--- src/rtl/io_timer.sv ---
// Wishbone B4 classic machine timer: 64-bit mtime/mtimecmp, msip, level interrupts.
// Optional mtime prescaler enabled by defining IO_TIMER_PRESCALER_EN.
module io_timer #(
  parameter logic [31:0] BASE_ADDR = 32'h8000_0000,
  parameter int          PRESCALE  = 1
) (
  input  logic        clk,
  input  logic        rst,
  input  logic [31:0] wbs_addr,
  input  logic [31:0] wbs_dat_w,
  input  logic [3:0]  wbs_sel,
  input  logic        wbs_we,
  input  logic        wbs_cyc,
  input  logic        wbs_stb,
  output logic [31:0] wbs_dat_r,
  output logic        wbs_ack,
  output logic        wbs_err,
  output logic        timer_irq,
  output logic        soft_irq
);

  localparam logic [3:0] OFF_MTIME_LO = 4'd0;
  localparam logic [3:0] OFF_MTIME_HI = 4'd1;
  localparam logic [3:0] OFF_CMP_LO   = 4'd2;
  localparam logic [3:0] OFF_CMP_HI   = 4'd3;
  localparam logic [3:0] OFF_MSIP     = 4'd4;

  if (PRESCALE < 1 || PRESCALE > 65535) begin : g_prescale_range
    $error("io_timer: PRESCALE must be within 1..65535");
  end

  logic [63:0] r_mtime;
  logic [63:0] r_mtimecmp;
  logic        r_msip;
  logic        r_ack;
  logic        r_err;
  logic [31:0] r_dat;
  logic        r_tirq;

  logic        w_req;
  logic        w_hit;
  logic        w_map;
  logic [3:0]  w_off;
  logic        w_wr;
  logic        w_rd;
  logic        w_wr_mlo;
  logic        w_wr_mhi;
  logic        w_wr_clo;
  logic        w_wr_chi;
  logic        w_wr_msip;
  logic        w_tick;
  logic [63:0] w_mtime_inc;
  logic [31:0] w_rdata;
  logic        w_unused;

  function automatic logic [31:0] f_merge(input logic [31:0] old_v,
                                          input logic [31:0] new_v,
                                          input logic [3:0]  sel);
    logic [31:0] res;
    for (int i = 0; i < 4; i++) begin
      res[8*i +: 8] = sel[i] ? new_v[8*i +: 8] : old_v[8*i +: 8];
    end
    return res;
  endfunction

  // Handshake masks the request while a response is on the bus, forcing a gap cycle.
  assign w_req = wbs_cyc & wbs_stb & ~r_ack & ~r_err;
  assign w_hit = (wbs_addr[31:6] == BASE_ADDR[31:6]);
  assign w_off = wbs_addr[5:2];
  assign w_map = w_hit & (w_off <= OFF_MSIP);
  assign w_wr  = w_req & w_map & wbs_we & (|wbs_sel);
  assign w_rd  = w_req & w_map & ~wbs_we;

  assign w_wr_mlo  = w_wr & (w_off == OFF_MTIME_LO);
  assign w_wr_mhi  = w_wr & (w_off == OFF_MTIME_HI);
  assign w_wr_clo  = w_wr & (w_off == OFF_CMP_LO);
  assign w_wr_chi  = w_wr & (w_off == OFF_CMP_HI);
  assign w_wr_msip = w_wr & (w_off == OFF_MSIP) & wbs_sel[0];

  assign w_unused = &{1'b0, wbs_addr[1:0]};

`ifdef IO_TIMER_PRESCALER_EN
  localparam logic [15:0] PRE_LAST = 16'(PRESCALE - 1);

  logic [15:0] r_pre;

  assign w_tick = (r_pre == PRE_LAST);

  always_ff @(posedge clk or negedge rst) begin
    if (!rst) begin
      r_pre <= 16'd0;
    end else if (w_wr_mlo | w_wr_mhi | w_tick) begin
      r_pre <= 16'd0;
    end else begin
      r_pre <= r_pre + 16'd1;
    end
  end
`else
  assign w_tick = 1'b1;
`endif

  // Carry into an unwritten half comes from the pre-write value.
  assign w_mtime_inc = r_mtime + {63'd0, w_tick};

  always_ff @(posedge clk or negedge rst) begin
    if (!rst) begin
      r_mtime <= 64'd0;
    end else begin
      r_mtime[31:0]  <= w_wr_mlo ? f_merge(r_mtime[31:0], wbs_dat_w, wbs_sel)
                                 : w_mtime_inc[31:0];
      r_mtime[63:32] <= w_wr_mhi ? f_merge(r_mtime[63:32], wbs_dat_w, wbs_sel)
                                 : w_mtime_inc[63:32];
    end
  end

  always_ff @(posedge clk or negedge rst) begin
    if (!rst) begin
      r_mtimecmp <= 64'hFFFF_FFFF_FFFF_FFFF;
      r_msip     <= 1'b0;
    end else begin
      if (w_wr_clo) r_mtimecmp[31:0]  <= f_merge(r_mtimecmp[31:0], wbs_dat_w, wbs_sel);
      if (w_wr_chi) r_mtimecmp[63:32] <= f_merge(r_mtimecmp[63:32], wbs_dat_w, wbs_sel);
      if (w_wr_msip) r_msip <= wbs_dat_w[0];
    end
  end

  always_comb begin
    w_rdata = 32'd0;
    case (w_off)
      OFF_MTIME_LO: w_rdata = r_mtime[31:0];
      OFF_MTIME_HI: w_rdata = r_mtime[63:32];
      OFF_CMP_LO:   w_rdata = r_mtimecmp[31:0];
      OFF_CMP_HI:   w_rdata = r_mtimecmp[63:32];
      OFF_MSIP:     w_rdata = {31'd0, r_msip};
      default:      w_rdata = 32'd0;
    endcase
  end

  // Response stage: one-cycle ack/err pulse, read data held until the next read or error.
  always_ff @(posedge clk or negedge rst) begin
    if (!rst) begin
      r_ack  <= 1'b0;
      r_err  <= 1'b0;
      r_dat  <= 32'd0;
      r_tirq <= 1'b0;
    end else begin
      r_ack  <= w_req & w_map;
      r_err  <= w_req & ~w_map;
      r_tirq <= (r_mtime >= r_mtimecmp);
      if (w_req & ~w_map) begin
        r_dat <= 32'd0;
      end else if (w_rd) begin
        r_dat <= w_rdata;
      end
    end
  end

  assign wbs_ack   = r_ack;
  assign wbs_err   = r_err;
  assign wbs_dat_r = r_dat;
  assign timer_irq = r_tirq;
  assign soft_irq  = r_msip;

endmodule

--- config.mk ---
export PLATFORM = sky130hd
export DESIGN_NAME = io_timer
export DESIGN_NICKNAME = d
export VERILOG_FILES = /design/src/rtl/io_timer.sv
export SDC_FILE = /design/constraint.sdc
export NUM_CORES = 1
export LEC_CHECK = 0
export CAP_MARGIN = 15
export CORE_MARGIN = 2
export CORE_UTILIZATION = 25
export DETAILED_ROUTE_END_ITERATION = 16
export GPL_ROUTABILITY_DRIVEN = 0
export GPL_TIMING_DRIVEN = 0
export PLACE_DENSITY = 0.51
export REMOVE_ABC_BUFFERS = 1
export SETUP_SLACK_MARGIN = 0.02
export SLEW_MARGIN = 20
export SYNTH_ARGS = -nofsm -noshare
export SYNTH_HDL_FRONTEND = slang
export SYNTH_SLANG_ARGS = --single-unit
export TNS_END_PERCENT = 30
--- constraint.sdc ---
create_clock -name clk -period 4.2 [get_ports clk]
set_clock_uncertainty 0.1 [all_clocks]
set_input_delay 0.42 -clock clk [delete_from_list [all_inputs] [get_ports clk]]
set_output_delay 0.42 -clock clk [all_outputs]
set_load 0.02 [all_outputs]
==> flow_metrics.env, run 1 <==
export IMPL_status="completed"
export IMPL_cts_tree="yes"
export IMPL_start_kind="flop"
export IMPL_initial_utilization=0.254
export IMPL_drc=0
export IMPL_seq_area_um2=4180
export IMPL_ant_nets=0
export IMPL_hp_class="reg2reg"
export IMPL_core_area_um2=39800
export IMPL_synth_cell_types=63
export IMPL_fill_cells=4205
export IMPL_rsz0062_at_grt="no"
export IMPL_yosysSeqAreaShare=0.414
export IMPL_finalHoldViolCount=0
export IMPL_clock_path_buffers=2
export IMPL_setup_violations_final=0
export IMPL_path_clk_slew_ns=0.07
export IMPL_portBuffers=106
export IMPL_maxSlewHeadroom=0.322
export IMPL_fmax_mhz=258
export IMPL_fin_setup_tns_ns=0
export IMPL_drive_above_1_share=0.167
export IMPL_timing_hold_ws_ns=0.379
export IMPL_syn_area_per_cell_um2=9.28
export IMPL_final_cell_mix="nand2_1 (109), clkdlybuf4s50_1 (105), dfrtp_1 (100)"
export IMPL_post_route_period_util=0.923
export IMPL_grt_pass1_vias=8888
export IMPL_dr_total_vias=8917
export IMPL_netlist_area_um2=10100
export IMPL_pwr_density_cell_nw_per_um2=273
export IMPL_dp_hpwl_um=24000
export IMPL_multi_input_area_um2=5460
export IMPL_numCtsBuffers=17
export IMPL_maxCapViolations=0
export IMPL_worstPathMaxFanout=21
export IMPL_ios=109
export IMPL_grt_max_degree=91
export IMPL_die_area_um2=42100
export IMPL_vias_per_cell=5.20
export IMPL_tightest_slew_ns=1.01
export IMPL_antenna_found_initial=0
export IMPL_grt_pass1_wl_um=51600
export IMPL_diodes=0
export IMPL_worst_skew_pair_late_latency_ns=0.44
export IMPL_synth_seq_cells=164
export IMPL_gr_total_overflow=0
export IMPL_syn_to_final_growth_pct=23.0
export IMPL_die_w_um=205
export IMPL_clock_sinks=164
export IMPL_layout_nets=1314
export IMPL_root_buffer="clkbuf_16"
export IMPL_ys_flop_type="dfrtp_1"
export IMPL_ctsResizeCount=0
export IMPL_p_leak_nw=4.76
export IMPL_cp_arrival_ns=4.15
export IMPL_wirelength_um=32500
export IMPL_synth_edf_count=0
export IMPL_crit_type="reg2reg"
export IMPL_layout_commonest_cell="nand2_1"
export IMPL_drt_iter0_markers=670
export IMPL_syn_inst=1090
export IMPL_die_h_um=205
export IMPL_firstDrtPassIters=5
export IMPL_worstPathRequired_ns=4.47
export IMPL_wl_per_cell_um=18.9
export IMPL_fin_crit_ns=3.87
export IMPL_synth_async_sr_flop_share=1.00
export IMPL_end_kind="flop"
export IMPL_vdd_drop_max_uv=188
export IMPL_htree_num_levels=4
export IMPL_slew_violations=0
export IMPL_yosysWarningCount=0
export IMPL_row_count=73
export IMPL_track_usage=0.158
## path summary, 6_finish.rpt
| check | startpoint | end | slack (ns) | cells after the start |
|---|---|---|---|---|
| max in group asynchronous | rst | r_mtimecmp[54]$_DFFE_PN1P_ | 2.64 | 3 |
| setup / recovery | r_mtime[1]$_DFFE_PN0P_ | r_mtime[48]$_DFFE_PN0P_ | 0.33 | 7 |
| min in group asynchronous | rst | wbs_dat_r[3]$_DFFE_PN0P_ | 0.44 | 2 |
| hold / removal | wbs_dat_r[3]$_DFFE_PN0P_ | wbs_dat_r[3]$_DFFE_PN0P_ | 0.38 | 2 |
| setup reg to reg | r_mtime[1]$_DFFE_PN0P_ | r_mtime[48]$_DFFE_PN0P_ | 0.33 | 7 |
| hold reg to reg | wbs_dat_r[3]$_DFFE_PN0P_ | wbs_dat_r[3]$_DFFE_PN0P_ | 0.38 | 2 |
## layer usage
layer / track usage / wire length [um]
met1: 0.214 / 15100
met2: 0.264 / 15600
met3: 0.0234 / 1470
met4: 0.0360 / 303
met5: 0 / 0
## repair_timing
item                                   CTS  global route
setup buffers                            0             0
hold buffers                             1             0
endpoints found under the hold margin   45             0
## cell type report
| cell class | instances | area share |
|---|---|---|
| Clock inverter | 13 | 0.0120 |
| Clock buffer | 19 | 0.0356 |
| Tap cell | 525 | 0.0528 |
| Timing Repair Buffer | 122 | 0.0997 |
| Inverter | 82 | 0.0247 |
| Multi-Input combinational cell | 789 | 0.439 |
| Sequential cell | 164 | 0.336 |
## metrics by stage
| step | cells | utilization | power [W] | area (um2) | setup WS [ns] |
|---|---|---|---|---|---|
| global placement | 1666 | 0.292 | 0.00179 | 11600 | -7.21 |
| global route | 1714 | 0.312 | 0.00352 | 12400 | 0.145 |
| finish | 1714 | 0.312 | 0.00339 | 12400 | 0.325 |
| CTS | 1714 | 0.312 | 0.00344 | 12400 | 0.333 |
| floorplan | 1035 | - | 0.00164 | 9900 | -2.37 |
| detailed placement | 1681 | 0.297 | 0.00181 | 11800 | 0.310 |
## kinds of logic after synthesis
| logic type | synth area share |
|---|---|
| buf+inv | 0.0519 |
| mux | 0.0751 |
| compound gates | 0.199 |
| simple gates | 0.180 |
| fa+ha+maj | 0.0804 |
| flops | 0.414 |
## critical path, stage by stage, from the launching register on
cell     delay, ns
dfrtp_1       0.48
ha_1          0.26
nand4_1       0.17
nor2_1        0.54
nand4_1       0.95
or4_4         0.86
or3_1         0.37
nand3_1       0.08
## cell usage after synthesis, types with 3 or more instances
cell type / n / area, um2
or3_1: 6 / 37.5
ha_1: 65 / 813
a21o_1: 3 / 22.5
nor3_1: 28 / 140
and2_1: 6 / 37.5
dfrtp_1: 100 / 2500
or2_2: 4 / 25.0
o32ai_1: 8 / 70.1
a21oi_1: 65 / 325
a311oi_1: 7 / 61.3
o31ai_1: 9 / 67.6
nand2_1: 110 / 413
buf_2: 9 / 45.0
a21boi_0: 34 / 255
nand2_2: 4 / 25.0
a211oi_1: 18 / 135
o41ai_1: 7 / 61.3
and3_1: 13 / 81.3
nor4_1: 20 / 125
o211ai_1: 4 / 30.0
mux2_2: 62 / 698
a221o_1: 7 / 70.1
nor2_1: 68 / 255
inv_1: 82 / 308
mux2i_1: 5 / 50.1
nand2b_1: 9 / 56.3
clkbuf_1: 46 / 173
nor4b_1: 4 / 35.0
o21ai_0: 73 / 365
a221oi_1: 3 / 26.3
o22ai_1: 9 / 56.3
a222oi_1: 31 / 310
nand3_1: 36 / 180
dfstp_2: 64 / 1680
nand4_1: 28 / 175
and4_1: 6 / 52.6
## power by group
part           switching, W  internal (W)  total [W]
logic              0.000107     0.0000844   0.000192
registers       0.000000394       0.00158    0.00158
clock network      0.000717      0.000903    0.00162
total              0.000825       0.00257    0.00339
## registers in the layout (all words and copies together), names as in the netlist
| name | cells |
|---|---|
| r_mtimecmp | 64 |
| r_mtime | 64 |
| wbs_err | 1 |
| wbs_dat_r | 32 |
| timer_irq | 1 |
| soft_irq | 1 |
| wbs_ack | 1 |
Note: power is estimated with default switching activity, not from simulation.
==> run 2: changes to the inputs <==
Settings changed: CTS_CLUSTER_DIAMETER set to 40.
==> results of run 2 <==
Same layout as run 1: the final DEF is identical, and so are final timing and power.
